--- src/rtl/cpu_ctrl_param.sv ---
// Multicycle control unit for the switch-driven teaching CPU: sequences the
// 8-opcode ISA between keys/switches, register file, ALU and LCD driver.
module cpu_ctrl_param #(
  parameter int DATA_W       = 16,
  parameter int RA_W         = 4,
  parameter int IMM_W        = 6,
  parameter int INIT_TIMEOUT = 1_000_000,
  localparam int INSTR_W     = 3 + 2*RA_W + 1 + IMM_W
) (
  input  logic               clk,
  input  logic               reset,
  input  logic               key_on,
  input  logic               key_send,
  input  logic [INSTR_W-1:0] instr_in,
  input  logic [DATA_W-1:0]  rf_rdata_a,
  input  logic [DATA_W-1:0]  rf_rdata_b,
  input  logic [DATA_W-1:0]  alu_result,
  input  logic               lcd_init_done,
  input  logic               disp_ready,
  output logic               led_off,
  output logic               led_ready,
  output logic               init_err,
  output logic [RA_W-1:0]    rf_raddr_a,
  output logic [RA_W-1:0]    rf_raddr_b,
  output logic [RA_W-1:0]    rf_waddr,
  output logic               rf_we,
  output logic [DATA_W-1:0]  rf_wdata,
  output logic [2:0]         alu_op,
  output logic [DATA_W-1:0]  alu_a,
  output logic [DATA_W-1:0]  alu_b,
  output logic               lcd_init_start,
  output logic               disp_valid,
  output logic [DATA_W-1:0]  disp_data
);

  localparam int CNT_W  = $clog2(INIT_TIMEOUT + 1);
  localparam int RD_HI  = INSTR_W - 4;
  localparam int RS1_HI = RD_HI - RA_W;
  localparam int RS2_HI = RS1_HI - RA_W;

  localparam logic [2:0] OP_LOAD  = 3'b000;
  localparam logic [2:0] OP_ADD   = 3'b001;
  localparam logic [2:0] OP_SUB   = 3'b011;
  localparam logic [2:0] OP_CLEAR = 3'b110;
  localparam logic [2:0] OP_DISP  = 3'b111;

  typedef enum logic [2:0] {
    S_OFF, S_INIT, S_FETCH, S_DECODE, S_EXECUTE, S_WRITEBACK, S_DISPLAY
  } state_e;

  state_e             state_q, state_d;
  logic [1:0]         key_on_sync_q, key_on_sync_d, key_send_sync_q, key_send_sync_d;
  logic               key_on_prev_q, key_on_prev_d, key_send_prev_q, key_send_prev_d;
  logic [INSTR_W-1:0] instr_q, instr_d;
  logic [CNT_W-1:0]   cnt_q, cnt_d;
  logic               init_err_q, init_err_d;
  logic               lcd_init_start_q, lcd_init_start_d;
  logic               rf_we_q, rf_we_d;
  logic               alu_wb_q, alu_wb_d;
  logic [RA_W-1:0]    rf_waddr_q, rf_waddr_d;
  logic [DATA_W-1:0]  wdata_q, wdata_d;
  logic [2:0]         alu_op_q, alu_op_d;
  logic [DATA_W-1:0]  alu_a_q, alu_a_d, alu_b_q, alu_b_d;
  logic               disp_valid_q, disp_valid_d;
  logic [DATA_W-1:0]  disp_data_q, disp_data_d;

  logic              key_on_evt, key_send_evt;
  logic [2:0]        opcode;
  logic [RA_W-1:0]   rd, rs1, rs2;
  logic [DATA_W-1:0] alu_imm, load_imm;

  // Sign bit negates the unsigned magnitude field.
  function automatic logic [DATA_W-1:0] smag(input logic sign, input logic [IMM_W-1:0] mag);
    logic [DATA_W-1:0] ext;
    ext = {{(DATA_W-IMM_W){1'b0}}, mag};
    return sign ? -ext : ext;
  endfunction

  assign key_on_evt   = ~key_on_sync_q[1] & key_on_prev_q;
  assign key_send_evt = ~key_send_sync_q[1] & key_send_prev_q;

  assign opcode   = instr_q[INSTR_W-1 -: 3];
  assign rd       = instr_q[RD_HI -: RA_W];
  assign rs1      = instr_q[RS1_HI -: RA_W];
  assign rs2      = instr_q[RS2_HI -: RA_W];
  assign alu_imm  = smag(instr_q[IMM_W], instr_q[IMM_W-1:0]);
  assign load_imm = smag(instr_q[RS1_HI], instr_q[RS1_HI-1 -: IMM_W]);

  // Port A reads rd during DECODE so DISPLAY can capture it on the way out.
  assign rf_raddr_a = (opcode == OP_CLEAR || opcode == OP_DISP) ? rd : rs1;
  assign rf_raddr_b = rs2;

  always_comb begin
    key_on_sync_d    = {key_on_sync_q[0], key_on};
    key_on_prev_d    = key_on_sync_q[1];
    key_send_sync_d  = {key_send_sync_q[0], key_send};
    key_send_prev_d  = key_send_sync_q[1];
    state_d          = state_q;
    instr_d          = instr_q;
    cnt_d            = cnt_q;
    init_err_d       = init_err_q;
    lcd_init_start_d = 1'b0;
    rf_we_d          = rf_we_q;
    alu_wb_d         = alu_wb_q;
    rf_waddr_d       = rf_waddr_q;
    wdata_d          = wdata_q;
    alu_op_d         = alu_op_q;
    alu_a_d          = alu_a_q;
    alu_b_d          = alu_b_q;
    disp_valid_d     = disp_valid_q;
    disp_data_d      = disp_data_q;

    case (state_q)
      S_OFF: begin
        if (key_on_evt) begin
          state_d          = S_INIT;
          lcd_init_start_d = 1'b1;
          init_err_d       = 1'b0;
          cnt_d            = '0;
        end
      end
      S_INIT: begin
        if (cnt_q != CNT_W'(INIT_TIMEOUT)) cnt_d = cnt_q + CNT_W'(1);
        if (lcd_init_done) begin
          state_d = S_FETCH;
        end else if (cnt_q >= CNT_W'(INIT_TIMEOUT - 1)) begin
          state_d    = S_OFF;
          init_err_d = 1'b1;
        end
      end
      S_FETCH: begin
        if (key_send_evt) begin
          instr_d = instr_in;
          state_d = S_DECODE;
        end
      end
      S_DECODE: begin
        case (opcode)
          OP_LOAD: begin
            rf_we_d    = 1'b1;
            rf_waddr_d = rd;
            wdata_d    = load_imm;
            state_d    = S_WRITEBACK;
          end
          OP_CLEAR: begin
            rf_we_d    = 1'b1;
            rf_waddr_d = rd;
            wdata_d    = '0;
            state_d    = S_DISPLAY;
          end
          OP_DISP: begin
            disp_valid_d = 1'b1;
            disp_data_d  = rf_rdata_a;
            state_d      = S_DISPLAY;
          end
          default: state_d = S_EXECUTE;
        endcase
      end
      S_EXECUTE: begin
        alu_a_d    = rf_rdata_a;
        alu_b_d    = (opcode == OP_ADD || opcode == OP_SUB) ? rf_rdata_b : alu_imm;
        alu_op_d   = opcode;
        rf_we_d    = 1'b1;
        alu_wb_d   = 1'b1;
        rf_waddr_d = rd;
        state_d    = S_WRITEBACK;
      end
      S_WRITEBACK: begin
        rf_we_d  = 1'b0;
        alu_wb_d = 1'b0;
        state_d  = S_FETCH;
      end
      S_DISPLAY: begin
        if (opcode == OP_CLEAR) begin
          rf_we_d = 1'b0;
          state_d = S_FETCH;
        end else if (disp_ready) begin
          disp_valid_d = 1'b0;
          state_d      = S_FETCH;
        end
      end
      default: state_d = S_OFF;
    endcase

    // Power key aborts whatever is in flight, including a pending key_send.
    if (key_on_evt && state_q != S_OFF) begin
      state_d          = S_OFF;
      rf_we_d          = 1'b0;
      alu_wb_d         = 1'b0;
      disp_valid_d     = 1'b0;
      lcd_init_start_d = 1'b0;
    end
  end

  always_ff @(posedge clk or negedge reset) begin
    if (!reset) begin
      state_q          <= S_OFF;
      key_on_sync_q    <= '0;
      key_on_prev_q    <= 1'b0;
      key_send_sync_q  <= '0;
      key_send_prev_q  <= 1'b0;
      instr_q          <= '0;
      cnt_q            <= '0;
      init_err_q       <= 1'b0;
      lcd_init_start_q <= 1'b0;
      rf_we_q          <= 1'b0;
      alu_wb_q         <= 1'b0;
      rf_waddr_q       <= '0;
      wdata_q          <= '0;
      alu_op_q         <= '0;
      alu_a_q          <= '0;
      alu_b_q          <= '0;
      disp_valid_q     <= 1'b0;
      disp_data_q      <= '0;
    end else begin
      state_q          <= state_d;
      key_on_sync_q    <= key_on_sync_d;
      key_on_prev_q    <= key_on_prev_d;
      key_send_sync_q  <= key_send_sync_d;
      key_send_prev_q  <= key_send_prev_d;
      instr_q          <= instr_d;
      cnt_q            <= cnt_d;
      init_err_q       <= init_err_d;
      lcd_init_start_q <= lcd_init_start_d;
      rf_we_q          <= rf_we_d;
      alu_wb_q         <= alu_wb_d;
      rf_waddr_q       <= rf_waddr_d;
      wdata_q          <= wdata_d;
      alu_op_q         <= alu_op_d;
      alu_a_q          <= alu_a_d;
      alu_b_q          <= alu_b_d;
      disp_valid_q     <= disp_valid_d;
      disp_data_q      <= disp_data_d;
    end
  end

  assign led_off        = (state_q == S_OFF);
  assign led_ready      = (state_q == S_FETCH);
  assign init_err       = init_err_q;
  assign lcd_init_start = lcd_init_start_q;
  assign rf_we          = rf_we_q;
  assign rf_waddr       = rf_waddr_q;
  // ALU writebacks take the live ALU output fed from the registered operands.
  assign rf_wdata       = alu_wb_q ? alu_result : wdata_q;
  assign alu_op         = alu_op_q;
  assign alu_a          = alu_a_q;
  assign alu_b          = alu_b_q;
  assign disp_valid     = disp_valid_q;
  assign disp_data      = disp_data_q;

endmodule

--- config.mk ---
export PLATFORM = sky130hd
export DESIGN_NAME = cpu_ctrl_param
export DESIGN_NICKNAME = d
export VERILOG_FILES = /design/src/rtl/cpu_ctrl_param.sv
export SDC_FILE = /design/constraint.sdc
export NUM_CORES = 1
export LEC_CHECK = 0
export ABC_AREA = 1
export CAP_MARGIN = 10
export CORE_MARGIN = 3
export CORE_UTILIZATION = 50
export CTS_CLUSTER_DIAMETER = 150
export CTS_CLUSTER_SIZE = 10
export DETAILED_ROUTE_END_ITERATION = 10
export HOLD_SLACK_MARGIN = 0.06
export MAX_ROUTING_LAYER = met4
export PLACE_DENSITY = 0.85
export RECOVER_POWER = 100
export SKIP_LAST_GASP = 1
export SYNTH_ARGS = -nofsm -noshare
export SYNTH_HDL_FRONTEND = slang
export SYNTH_SLANG_ARGS = --single-unit
--- constraint.sdc ---
create_clock -name clk -period 3.4 [get_ports clk]
set_clock_uncertainty 0.05 [all_clocks]
set_input_delay 0.51 -clock clk [delete_from_list [all_inputs] [get_ports clk]]
set_output_delay 0.51 -clock clk [all_outputs]
set_load 0.02 [all_outputs]
Yosys cells after proc, flatten, opt, wreduce, memory -nomap -nowiden
Cells that the tools add are included.

Bits in registers: 123. Bits in latches: 0. Memory bits (writable): 0. ROM bits: 0. Input port bits: 72. Memories: 0.

$add $sub $neg: 3. Multiply operators: 0. Div/mod/pow operators: 0. $lt $le $gt $ge: 1. Equality and inequality tests: 25. Shift-type cells: 0. Mux-type cells: 38. Bitwise operators: 4. Reductions and logical operators: 23.

Operators by type and width (count): two-way mux 16 bit (4); two-way mux 20 bit (2); case mux 20 bit (2 select lines) (1); negator 6 -> 16 bit (2); case mux 16 bit (2 select lines) (1); two-way mux 3 bit (7); case mux 3 bit (7 select lines) (1); adder 20 x 1 -> 20 bit, second input constant (1); greater-or-equal comparator 20 bit, second input constant (1); inequality test 20 bit, second input constant (1); == test 3 bit, second input constant (5); inequality test 3 bit, second input constant (5); two-way mux 1 bit (14); AND reduction 4 bit (3); == test 3 x 2 -> 1 bit, second input constant (3); nonzero test 3 bit (3); two-way mux 4 bit (2); inequality test 2 bit, second input constant (4); inequality test 4 bit, second input constant (2); case mux 4 bit (2 select lines) (1); AND reduction 2 bit (4); == test 3 x 1 -> 1 bit, second input constant (2); logical NOT 3 bit (2); inequality test 3 x 1 -> 1 bit, second input constant (2); other kinds (12) (21).

Depth between registers and ports, before layout
Gate-level depths: netlist (run 1).

Word-level depth: 5. Mapped depth: 10. Gate-level depth less buffers: 9.

Worst setup path before layout (run 1)
Ideal clock, no wire load.

Path type: register to output. From: register alu_wb_q. To: output rf_wdata[2]. Data arrival time: 1.083 ns. Path slack: 1.757 ns. Cell stages (with the launch flop): 3. Path buffers: 1. Cell sequence: dfrtp_1 -> clkbuf_1 -> o21ai_0.

Word-level cells in the longest chain between the ends: 1.

Ends and longest elaborated chain: from (decl) (RTL line 59) `logic alu_wb_q, alu_wb_d;`; from (signal assigned) (RTL line 226) `alu_wb_q <= alu_wb_d;`; two-way mux 16 bit (RTL line 244) `assign rf_wdata = alu_wb_q ? alu_result : wdata_q;`; to (decl) (RTL line 27) `output logic [DATA_W-1:0] rf_wdata,`.

Every way passes these cells.

Final worst setup path (run 1)
From: register alu_wb_q. To: output rf_wdata[11].

Same word-level chain as after synthesis.

==> results.sh, run 1 <==
export IMPL_p_seq_frac=0.319
export IMPL_cts_buffers=17
export IMPL_crit_path_end_kind="output pin"
export IMPL_fmax_mhz=354.2
export IMPL_die_w_um=112.5
export IMPL_rsz0062_at_grt="no"
export IMPL_finalCoreUtilization=0.7184
export IMPL_max_slew_margin=-0.2869
export IMPL_avgSynthCellArea_sq_um=8.155
export IMPL_drtIter0Drc=357
export IMPL_grt_overflow_total=0
export IMPL_start_kind="register"
export IMPL_ctsLongestPathBuffers=2
export IMPL_clk_latency_ns=0.41
export IMPL_wl_per_cell_um=15.44
export IMPL_ff2ff_path_depth=7
export IMPL_rr_endpoint="alu_b[8]$_DFFE_PN0P_"
export IMPL_switching_share=0.4072
export IMPL_ys_seq_elements=118
export IMPL_cts_tree="built"
export IMPL_seq_area_sq_um=2953
export IMPL_syn_num_nets=773
export IMPL_hold_violations=0
export IMPL_clockPowerShare=0.239
export IMPL_first_global_vias=5325
export IMPL_port_buffers=156
export IMPL_synth_top_cell_by_area="dfrtp_1"
export IMPL_met1_length_um=6568
export IMPL_worstMarginPinSlew_ns=1.930
export IMPL_netSwitchingPower_mw=2.937
export IMPL_ys_types=33
export IMPL_reg2reg_from="state_q[2]$_DFFE_PN0P_"
export IMPL_min_period_ns=2.823
export IMPL_areaGrowthSynthToFinish_pct=38.61
export IMPL_rows=38
export IMPL_fillers=796
export IMPL_syn_inst=695
export IMPL_io_pins=157
export IMPL_grtUsageTotal=0.2581
export IMPL_max_cap_violations=1
export IMPL_top_layer_used="met4"
export IMPL_via_per_inst=5.315
export IMPL_pwr_share_comb=0.442
export IMPL_drive_above_1_share=0.05336
export IMPL_cts_setup_buffers=0
export IMPL_hpwl_um=11050
export IMPL_ctsResizeCount=0
export IMPL_route_detailed_drc=0
export IMPL_start_util=0.5183
export IMPL_drv_slew=34
export IMPL_crit_type="register to output pin"
export IMPL_dr_wl_met3_um=1255
export IMPL_die_y_um=112.5
export IMPL_num_vias=5331
export IMPL_clkSinkCount=118
export IMPL_violations="capacitance limit, slew limit"
export IMPL_netlist_area_sq_um=5668
export IMPL_cts_max_level=4
export IMPL_crit_arrival_ns=2.26
export IMPL_worstHoldEndpoint="key_send_sync_q[1]$_DFF_PN0_"
export IMPL_grt_pass1_wl_um=25580
export IMPL_yosysWarnings=0
export IMPL_hp_start="key_send_sync_q[0]$_DFF_PN0_"
export IMPL_root_buffer="clkbuf_16"
export IMPL_nets=927
export IMPL_multi_input_area_sq_um=2277
export IMPL_wl_met2_um=7321
export IMPL_die_area_sq_um=12650
export IMPL_ir_drop_mv=0.6255
export IMPL_min_delay_path_depth=0
export IMPL_wl_um=15480
export IMPL_leakagePower_nw=3.628
export IMPL_power_density_nw_per_um2=918.0
export IMPL_setup_reg_to_reg_worst_slack_ns=0.69
export IMPL_grt_max_degree=86
export IMPL_final_antenna_net_count=0
export IMPL_cp_required_ns=2.84
export IMPL_core_area_sq_um=10940
export IMPL_synth_area_leaders="dfrtp_1, nand2_1, o21ai_0, nor2_1, inv_1"
export IMPL_internal_power_mw=4.275
export IMPL_fin_setup_tns_ns=0
export IMPL_hold_class="register to register"
export IMPL_finalCritPeriodShare=0.8303
export IMPL_gp_congestion=0.9036
export IMPL_clkTransAtPathRegs_ns=0.05
export IMPL_crit_fanout=23
export IMPL_grt_antenna_before_repair=1
export IMPL_cts_hold_fix_buffers=1
export IMPL_status="finished, violations left"
export IMPL_finalSetupViolations=0
export IMPL_synth_top_area_frac=0.5210
export IMPL_drt_pass1_iter_count=5
export IMPL_ys_seq_area_frac=0.5210
[registers in the layout (all words and copies together), names as in the netlist, 4 cells and up]
| register | flops |
|---|---|
| instr_q | 18 |
| wdata_q | 11 |
| alu_b | 16 |
| disp_data | 16 |
| alu_a | 16 |
| cnt_q | 20 |
| rf_waddr | 4 |
[synthesized netlist by cell type]
cell / n
inv_2: 4
nand3_1: 33
o21ai_0: 70
o21a_1: 1
buf_4: 5
mux2_2: 10
nand3_2: 1
a211oi_1: 1
nand4_1: 7
xor2_1: 10
nor2_2: 2
clkbuf_1: 8
o22ai_1: 9
o31ai_1: 1
nor3_4: 1
ha_1: 6
dfrtp_1: 118
o311ai_0: 1
or2_2: 1
inv_1: 70
o21ai_1: 6
nor3_1: 4
nor4_1: 1
xnor2_1: 2
buf_6: 2
buf_2: 10
nor2_1: 87
nand3b_1: 2
nand2_4: 1
nor2_4: 1
nand2_1: 171
a21oi_1: 47
o211ai_1: 2
[stage by stage]
| step | setup WS (ns) | power (mW) | instance area [sq um] | hold WS, ns | instances |
|---|---|---|---|---|---|
| 2_1_floorplan | 1.757 | 4.259 | 5668 | 0.1644 | 695 |
| 3_3_place_gp | 1.114 | 5.586 | 7297 | 0.2869 | 969 |
| 3_5_place_dp | 1.086 | 5.697 | 7297 | 0.2870 | 969 |
| 4_1_cts | 0.6516 | 7.462 | 7881 | 0.2986 | 1002 |
| 5_1_grt | 0.3618 | 7.667 | 7856 | 0.3077 | 1003 |
| 6_report | 0.5769 | 7.212 | 7856 | 0.2973 | 1003 |
[layout make-up]
| type | instances | area share |
|---|---|---|
| sequential | 118 | 0.3759 |
| multi-input combinational | 478 | 0.2899 |
| timing repair buffer | 160 | 0.2032 |
| clock buffer | 25 | 0.06434 |
| inverter | 74 | 0.03536 |
| tap | 140 | 0.02230 |
| clock inverter | 7 | 0.008759 |
| antenna | 1 | 0.0003185 |
[power groups by stage]
stage | Sequential, mW | Combinational [mW] | Clock (mW)
after global placement | 2.30 | 3.29 | 0
after floorplan | 2.66 | 1.60 | 0
after CTS | 2.32 | 3.41 | 1.73
after global routing | 2.38 | 3.48 | 1.81
final | 2.30 | 3.19 | 1.72
after detailed placement | 2.33 | 3.37 | 0
[cell usage in the layout (no fill, tap or decap), types with 9 or more instances in the layout]
cell	n
o22ai_1	9
o21ai_0	76
mux2_2	10
nand3_1	34
clkbuf_16	17
nand2_1	172
dfrtp_1	118
a21oi_1	47
nor2_1	88
inv_1	73
clkdlybuf4s50_1	68
dlygate4sd3_1	88
xor2_1	10
[worst max path at each step]
stage,from,end
floorplan,alu_wb_q$_DFFE_PN0P_,rf_wdata[2]
global placement,alu_result[1],rf_wdata[1]
detailed placement,alu_result[1],rf_wdata[1]
CTS,alu_wb_q$_DFFE_PN0P_,rf_wdata[11]
global route,alu_wb_q$_DFFE_PN0P_,rf_wdata[7]
finish,alu_wb_q$_DFFE_PN0P_,rf_wdata[11]
[critical path, cell delays in order (launching register included)]
cell,delay (ns)
dfrtp_1,0.72
inv_1,0.24
nand2_1,0.17
nand2_1,0.07
dlygate4sd3_1,0.65
[cells by family (layout without fill, tap and decap cells)]
group / Yosys count / in the layout / synth area share
XOR/XNOR: 12 / 12 / 0.01854
AO/OA/AOI/OAI: 138 / 138 / 0.1267
AND/OR/NAND/NOR: 312 / 312 / 0.2269
flip-flops: 118 / 118 / 0.5210
other: 0 / 1 / 0
buffers and inverters: 99 / 266 / 0.07373
adder cells (fa/ha/maj): 6 / 6 / 0.01324
multiplexers: 10 / 10 / 0.01987
[per-layer routing]
metal  up-vias  global-route usage
met5         -                   -
met4         0             0.09054
met3        38             0.07655
met2       235              0.3981
met1      2500              0.3268
li1       2558                   -
(Power assumes the default switching activity.)
==> inputs of run 2 (changes only) <==
--- a/config.mk
+++ b/config.mk
@@ -8,13 +8,13 @@
 export ABC_AREA = 1
 export CAP_MARGIN = 10
 export CORE_MARGIN = 3
-export CORE_UTILIZATION = 50
+export CORE_UTILIZATION = 49
 export CTS_CLUSTER_DIAMETER = 150
 export CTS_CLUSTER_SIZE = 10
 export DETAILED_ROUTE_END_ITERATION = 10
 export HOLD_SLACK_MARGIN = 0.06
 export MAX_ROUTING_LAYER = met4
-export PLACE_DENSITY = 0.85
+export PLACE_DENSITY = 0.83
 export RECOVER_POWER = 100
 export SKIP_LAST_GASP = 1
 export SYNTH_ARGS = -nofsm -noshare
==> constraint.sdc (replaced) <==
create_clock -name clk -period 2.9 [get_ports clk]
set_clock_uncertainty 0.05 [all_clocks]
set_input_delay 0.435 -clock clk [delete_from_list [all_inputs] [get_ports clk]]
set_output_delay 0.435 -clock clk [all_outputs]
set_load 0.02 [all_outputs]
==> run 2 against run 1 <==
  * The flow still finishes with violations (capacitance limit, slew limit)
  * Clock power rose by 24%
  * Flip-flop and latch count did not move
  * Clock-buffer cell count rose by 1
  * Power rose by 20%
  * Via count fell by 1.2%
  * Setup slack got worse by 0.29 ns
  * Wire length fell by 1.4%
  * Critical path type unchanged
  * Critical endpoint is now rf_wdata[3]
==> results.sh, run 2 (synthesized netlist as in run 1, its figures left out) <==
export IMPL_internal_power_mw=5.175
export IMPL_stdcell_count=1004
export IMPL_grt_pass1_wl_um=25100
export IMPL_top_register="cnt_q"
export IMPL_cts_setup_buffers=0
export IMPL_io_pins=157
export IMPL_power_density_nw_per_um2=1094
export IMPL_rsz0062_at_grt="no"
export IMPL_clk_latency_ns=0.41
export IMPL_die_y_um=113.6
export IMPL_final_common_cell="nand2_1"
export IMPL_crit_fanout=23
export IMPL_grtUsageTotal=0.2501
export IMPL_rows=38
export IMPL_netSwitchingPower_mw=3.458
export IMPL_grt_overflow_total=0
export IMPL_pwr_share_comb=0.438
export IMPL_ctsResizeCount=0
export IMPL_leakagePower_nw=3.629
export IMPL_die_w_um=113.6
export IMPL_grt_max_degree=119
export IMPL_drtIter0Drc=280
export IMPL_areaGrowthSynthToFinish_pct=39.23
export IMPL_place_inst=972
export IMPL_crit_path_end_kind="output pin"
export IMPL_clockPowerShare=0.248
export IMPL_max_slew_margin=-0.04710
export IMPL_final_area_sq_um=7891
export IMPL_cts_max_level=4
export IMPL_fin_setup_tns_ns=0
export IMPL_first_global_vias=5266
export IMPL_cts_hold_fix_buffers=0
export IMPL_drv_slew=119
export IMPL_core_area_sq_um=11080
export IMPL_finalSetupViolations=0
export IMPL_route_detailed_drc=0
export IMPL_reg2reg_from="state_q[2]$_DFFE_PN0P_"
export IMPL_worstMarginPinSlew_ns=1.571
export IMPL_clkTransAtPathRegs_ns=0.05
export IMPL_gp_congestion=0.9472
export IMPL_die_area_sq_um=12890
export IMPL_cp_required_ns=2.41
export IMPL_wl_per_cell_um=15.20
export IMPL_violations="capacitance limit, slew limit"
export IMPL_nets=929
export IMPL_switching_share=0.4006
export IMPL_ctsLongestPathBuffers=2
export IMPL_via_per_inst=5.244
export IMPL_p_seq_frac=0.314
export IMPL_finalCoreUtilization=0.7123
export IMPL_fin_total_pwr_mw=8.633
export IMPL_final_antenna_net_count=0
export IMPL_placed_area_sq_um=7320
export IMPL_fillers=831
export IMPL_num_vias=5265
export IMPL_clkSinkCount=118
export IMPL_crit_arrival_ns=2.13
export IMPL_wl_um=15260
export IMPL_hp_start="key_send_sync_q[0]$_DFF_PN0_"
export IMPL_cp_startpoint="alu_wb_q$_DFFE_PN0P_"
export IMPL_fmax_mhz=382.0
export IMPL_top_regs="cnt_q x20, instr_q x18"
export IMPL_hold_class="register to register"
export IMPL_setup_reg_to_reg_worst_slack_ns=0.47
export IMPL_cts_tree="built"
export IMPL_max_cap_violations=1
export IMPL_cts_buffers=17
export IMPL_insertedDiodeCount=0
export IMPL_drt_pass1_iter_count=5
export IMPL_drive_above_1_share=0.05556
export IMPL_port_buffers=156
export IMPL_largest_reg_flops=20
export IMPL_grt_antenna_before_repair=0
export IMPL_hold_violations=0
export IMPL_start_util=0.5116
export IMPL_crit_type="register to output pin"
export IMPL_min_period_ns=2.618
export IMPL_status="finished, violations left"
export IMPL_layout_common_cells="nand2_1, dfrtp_1, nor2_1"
export IMPL_finalCritPeriodShare=0.9027
export IMPL_root_buffer="clkbuf_16"
export IMPL_hpwl_um=10840
export IMPL_start_kind="register"
export IMPL_ir_drop_mv=0.6908
[run 2: critical path, cell delays in order (launching register included)]
cell and delay [ns]:
dfrtp_1 0.70, inv_1 0.23, nand2_1 0.11, nand2_1 0.04
dlygate4sd3_1 0.64
[run 2: per-layer routing]
| metal | vias up | wire length (um) | global-route usage |
|---|---|---|---|
| met5 | - | 0 | - |
| met3 | 33 | 1161 | 0.06578 |
| met2 | 199 | 7196 | 0.3965 |
| li1 | 2551 | - | - |
| met1 | 2482 | 6463 | 0.3079 |
| met4 | 0 | 438 | 0.09776 |
[run 2: final timing paths]
check | end | cells after the start
max reg2reg | alu_b[14]$_DFFE_PN0P_ | 7
max | rf_wdata[3] | 4
min | key_send_sync_q[1]$_DFF_PN0_ | 0
max in group asynchronous | cnt_q[5]$_DFFE_PN0P_ | 2
min in group asynchronous | wdata_q[0]$_DFFE_PN0P_ | 2
min reg2reg | key_send_sync_q[1]$_DFF_PN0_ | 0
[run 2: layout make-up]
type | instances | area (sq um) | area share
sequential | 118 | 2953 | 0.3742
multi-input combinational | 478 | 2275 | 0.2883
timing repair buffer | 162 | 1594 | 0.2020
clock buffer | 26 | 529.3 | 0.06707
inverter | 74 | 277.8 | 0.03520
tap | 140 | 175.2 | 0.02220
clock inverter | 6 | 87.58 | 0.01110
[run 2: power groups by stage]
stage / clock network, mW / logic [mW] / registers, mW
finish: 2.14 / 3.78 / 2.71
global route: 2.25 / 4.14 / 2.79
CTS: 2.16 / 4.05 / 2.73
detailed placement: 0 / 4.00 / 2.73
global placement: 0 / 3.92 / 2.70
floorplan: 0 / 1.87 / 3.12
[run 2: metrics by stage]
step	hold WS (ns)	setup WS, ns
after floorplan	0.08941	1.332
after global placement	0.2878	0.7564
after detailed placement	0.2940	0.6739
after CTS	0.1008	0.2641
after global routing	0.3192	0.07554
final	0.3084	0.2823
==> inputs of run 3 (changes only) <==
--- a/config.mk
+++ b/config.mk
@@ -8,13 +8,13 @@
 export ABC_AREA = 1
 export CAP_MARGIN = 10
 export CORE_MARGIN = 3
-export CORE_UTILIZATION = 49
+export CORE_UTILIZATION = 44
 export CTS_CLUSTER_DIAMETER = 150
 export CTS_CLUSTER_SIZE = 10
 export DETAILED_ROUTE_END_ITERATION = 10
 export HOLD_SLACK_MARGIN = 0.06
 export MAX_ROUTING_LAYER = met4
-export PLACE_DENSITY = 0.83
+export PLACE_DENSITY = 0.79
 export RECOVER_POWER = 100
 export SKIP_LAST_GASP = 1
 export SYNTH_ARGS = -nofsm -noshare
==> constraint.sdc (replaced) <==
create_clock -name clk -period 2.2 [get_ports clk]
set_clock_uncertainty 0.05 [all_clocks]
set_input_delay 0.33 -clock clk [delete_from_list [all_inputs] [get_ports clk]]
set_output_delay 0.33 -clock clk [all_outputs]
set_load 0.02 [all_outputs]
==> run 3 against run 2 <==
  * The flow still finishes with violations (capacitance limit, slew limit)
  * Non-clock buffer count grew 8
  * Die area up 11%
  * Wire length shrank 1.6%
  * Clock power rose by 14%
  * Register-to-register slack worse by 0.15 ns
  * Critical path depth decreased by 1
  * Design area is 0.73% lower
  * Utilization is 7.6 points lower
  * Power grew 26%
==> results.sh, run 3 (synthesized netlist as in run 1, its figures left out) <==
export IMPL_largest_reg_flops=20
export IMPL_ir_drop_mv=0.7381
export IMPL_reg2reg_from="state_q[2]$_DFFE_PN0P_"
export IMPL_cp_required_ns=1.82
export IMPL_die_y_um=119.5
export IMPL_hp_start="key_on_sync_q[0]$_DFF_PN0_"
export IMPL_wl_um=15010
export IMPL_worstMarginPinSlew_ns=1.531
export IMPL_drt_pass1_iter_count=5
export IMPL_finalSetupViolations=0
export IMPL_rsz0062_at_grt="no"
export IMPL_first_global_vias=5058
export IMPL_violations="capacitance limit, slew limit"
export IMPL_fin_setup_tns_ns=0
export IMPL_hold_class="register to register"
export IMPL_via_per_inst=4.950
export IMPL_cts_tree="built"
export IMPL_final_antenna_net_count=0
export IMPL_top_regs="cnt_q x20, instr_q x18"
export IMPL_cts_max_level=4
export IMPL_core_area_sq_um=12310
export IMPL_grt_max_degree=59
export IMPL_io_pins=157
export IMPL_wl_per_cell_um=14.43
export IMPL_leakagePower_nw=3.581
export IMPL_grt_pass1_wl_um=24830
export IMPL_min_period_ns=2.146
export IMPL_start_util=0.4604
export IMPL_setup_reg_to_reg_worst_slack_ns=0.32
export IMPL_final_common_cell="nand2_1"
export IMPL_gp_congestion=0.9388
export IMPL_areaGrowthSynthToFinish_pct=38.21
export IMPL_finalCritPeriodShare=0.9757
export IMPL_drtIter0Drc=361
export IMPL_clkTransAtPathRegs_ns=0.05
export IMPL_start_kind="register"
export IMPL_clkSinkCount=118
export IMPL_die_w_um=119.5
export IMPL_cts_buffers=17
export IMPL_ctsLongestPathBuffers=2
export IMPL_grt_antenna_before_repair=0
export IMPL_drive_above_1_share=0.06651
export IMPL_place_inst=1007
export IMPL_hpwl_um=10870
export IMPL_worstHoldEndpoint="key_on_sync_q[1]$_DFF_PN0_"
export IMPL_crit_fanout=22
export IMPL_top_register="cnt_q"
export IMPL_port_buffers=156
export IMPL_crit_arrival_ns=1.77
export IMPL_grt_overflow_total=0
export IMPL_stdcell_count=1040
export IMPL_ff2ff_path_depth=7
export IMPL_clk_latency_ns=0.41
export IMPL_rows=40
export IMPL_rr_endpoint="alu_b[2]$_DFFE_PN0P_"
export IMPL_grtUsageTotal=0.2223
export IMPL_insertedDiodeCount=0
export IMPL_crit_path_end_kind="output pin"
export IMPL_status="finished, violations left"
export IMPL_nets=937
export IMPL_timing_hold_ws_ns=0.2982
export IMPL_max_cap_violations=1
export IMPL_crit_type="register to output pin"
export IMPL_die_area_sq_um=14280
export IMPL_max_slew_margin=-0.02039
export IMPL_power_density_nw_per_um2=1392
export IMPL_fmax_mhz=465.9
export IMPL_num_vias=5148
export IMPL_min_delay_path_depth=0
export IMPL_hold_violations=0
export IMPL_layout_common_cells="nand2_1, dfrtp_1, nor2_1"
export IMPL_route_detailed_drc=0
export IMPL_root_buffer="clkbuf_16"
export IMPL_drv_slew=25
-- run 3: cell types whose count changed in the layout (fill, tap and decap cells not counted), moves of 3 or more --
cell	delta
buf_4	+3
clkbuf_1	+13
clkbuf_8	-7
clkinv_4	+3
dlygate4sd3_1	-13
inv_6	+3
-- run 3: stage by stage --
| step | power, mW | cell area (sq um) | setup slack [ns] | util |
|---|---|---|---|---|
| after floorplan | 6.582 | 5668 | 0.6657 | - |
| after global placement | 8.862 | 7432 | 0.2940 | 0.6037 |
| after detailed placement | 8.942 | 7432 | 0.2646 | 0.6037 |
| after CTS | 11.46 | 7976 | 0.001690 | 0.6479 |
| after global routing | 11.65 | 7834 | 0.007105 | 0.6363 |
| final | 10.90 | 7834 | 0.05354 | 0.6363 |
-- run 3: timing repair --
action	CTS	global route
gates resized for setup	3	16
hold buffers	1	0
buffers inserted	0	0
pin swaps	0	0
endpoints found under the hold margin	24	0
setup endpoints to repair	6	17
-- run 3: layout make-up --
class / instances / area [sq um]
flip-flops and latches: 118 / 2953
clock inverters: 14 / 105.1
well taps: 168 / 210.2
fillers: 1069 / 4478
clock buffers: 18 / 429.2
inverters: 74 / 277.8
multi-input cells: 478 / 2268
repair buffers: 170 / 1590
-- run 3: worst max-delay path by stage --
stage | start | to | slack [ns] | cells after the start
2_1_floorplan | instr_q[6]$_DFFE_PN0P_ | wdata_q[5]$_DFFE_PN0P_ | 0.67 | 8
3_3_place_gp | alu_result[0] | rf_wdata[0] | 0.29 | 4
3_5_place_dp | alu_result[9] | rf_wdata[9] | 0.26 | 4
4_1_cts | alu_wb_q$_DFFE_PN0P_ | rf_wdata[2] | 0.002 | 3
5_1_grt | alu_wb_q$_DFFE_PN0P_ | rf_wdata[5] | 0.007 | 3
6_report | alu_wb_q$_DFFE_PN0P_ | rf_wdata[5] | 0.05 | 3
-- run 3: worst max-delay path, cell delays in order, from the launching register on --
cell and delay, ns:
dfrtp_1 0.40, buf_6 0.17, o21ai_0 0.15, clkdlybuf4s50_1 0.63
-- run 3: power breakdown --
group          switching, mW  leakage (nW)  internal (mW)  total, mW
Combinational           3.06          1.89           1.87       4.93
Sequential             0.528          1.44           2.99       3.52
Clock                   1.01         0.249           1.44       2.45
Total                   4.60          3.58           6.31       10.9
-- run 3: per-layer routing --
metal | up-vias | wire [um] | track usage | part of all wire
li1 | 2576 | - | - | -
met3 | 35 | 1156 | 0.06456 | 0.077
met5 | - | 0 | - | 0
met4 | 0 | 300 | 0.07158 | 0.020
met1 | 2350 | 6830 | 0.2958 | 0.45
met2 | 187 | 6725 | 0.3312 | 0.45
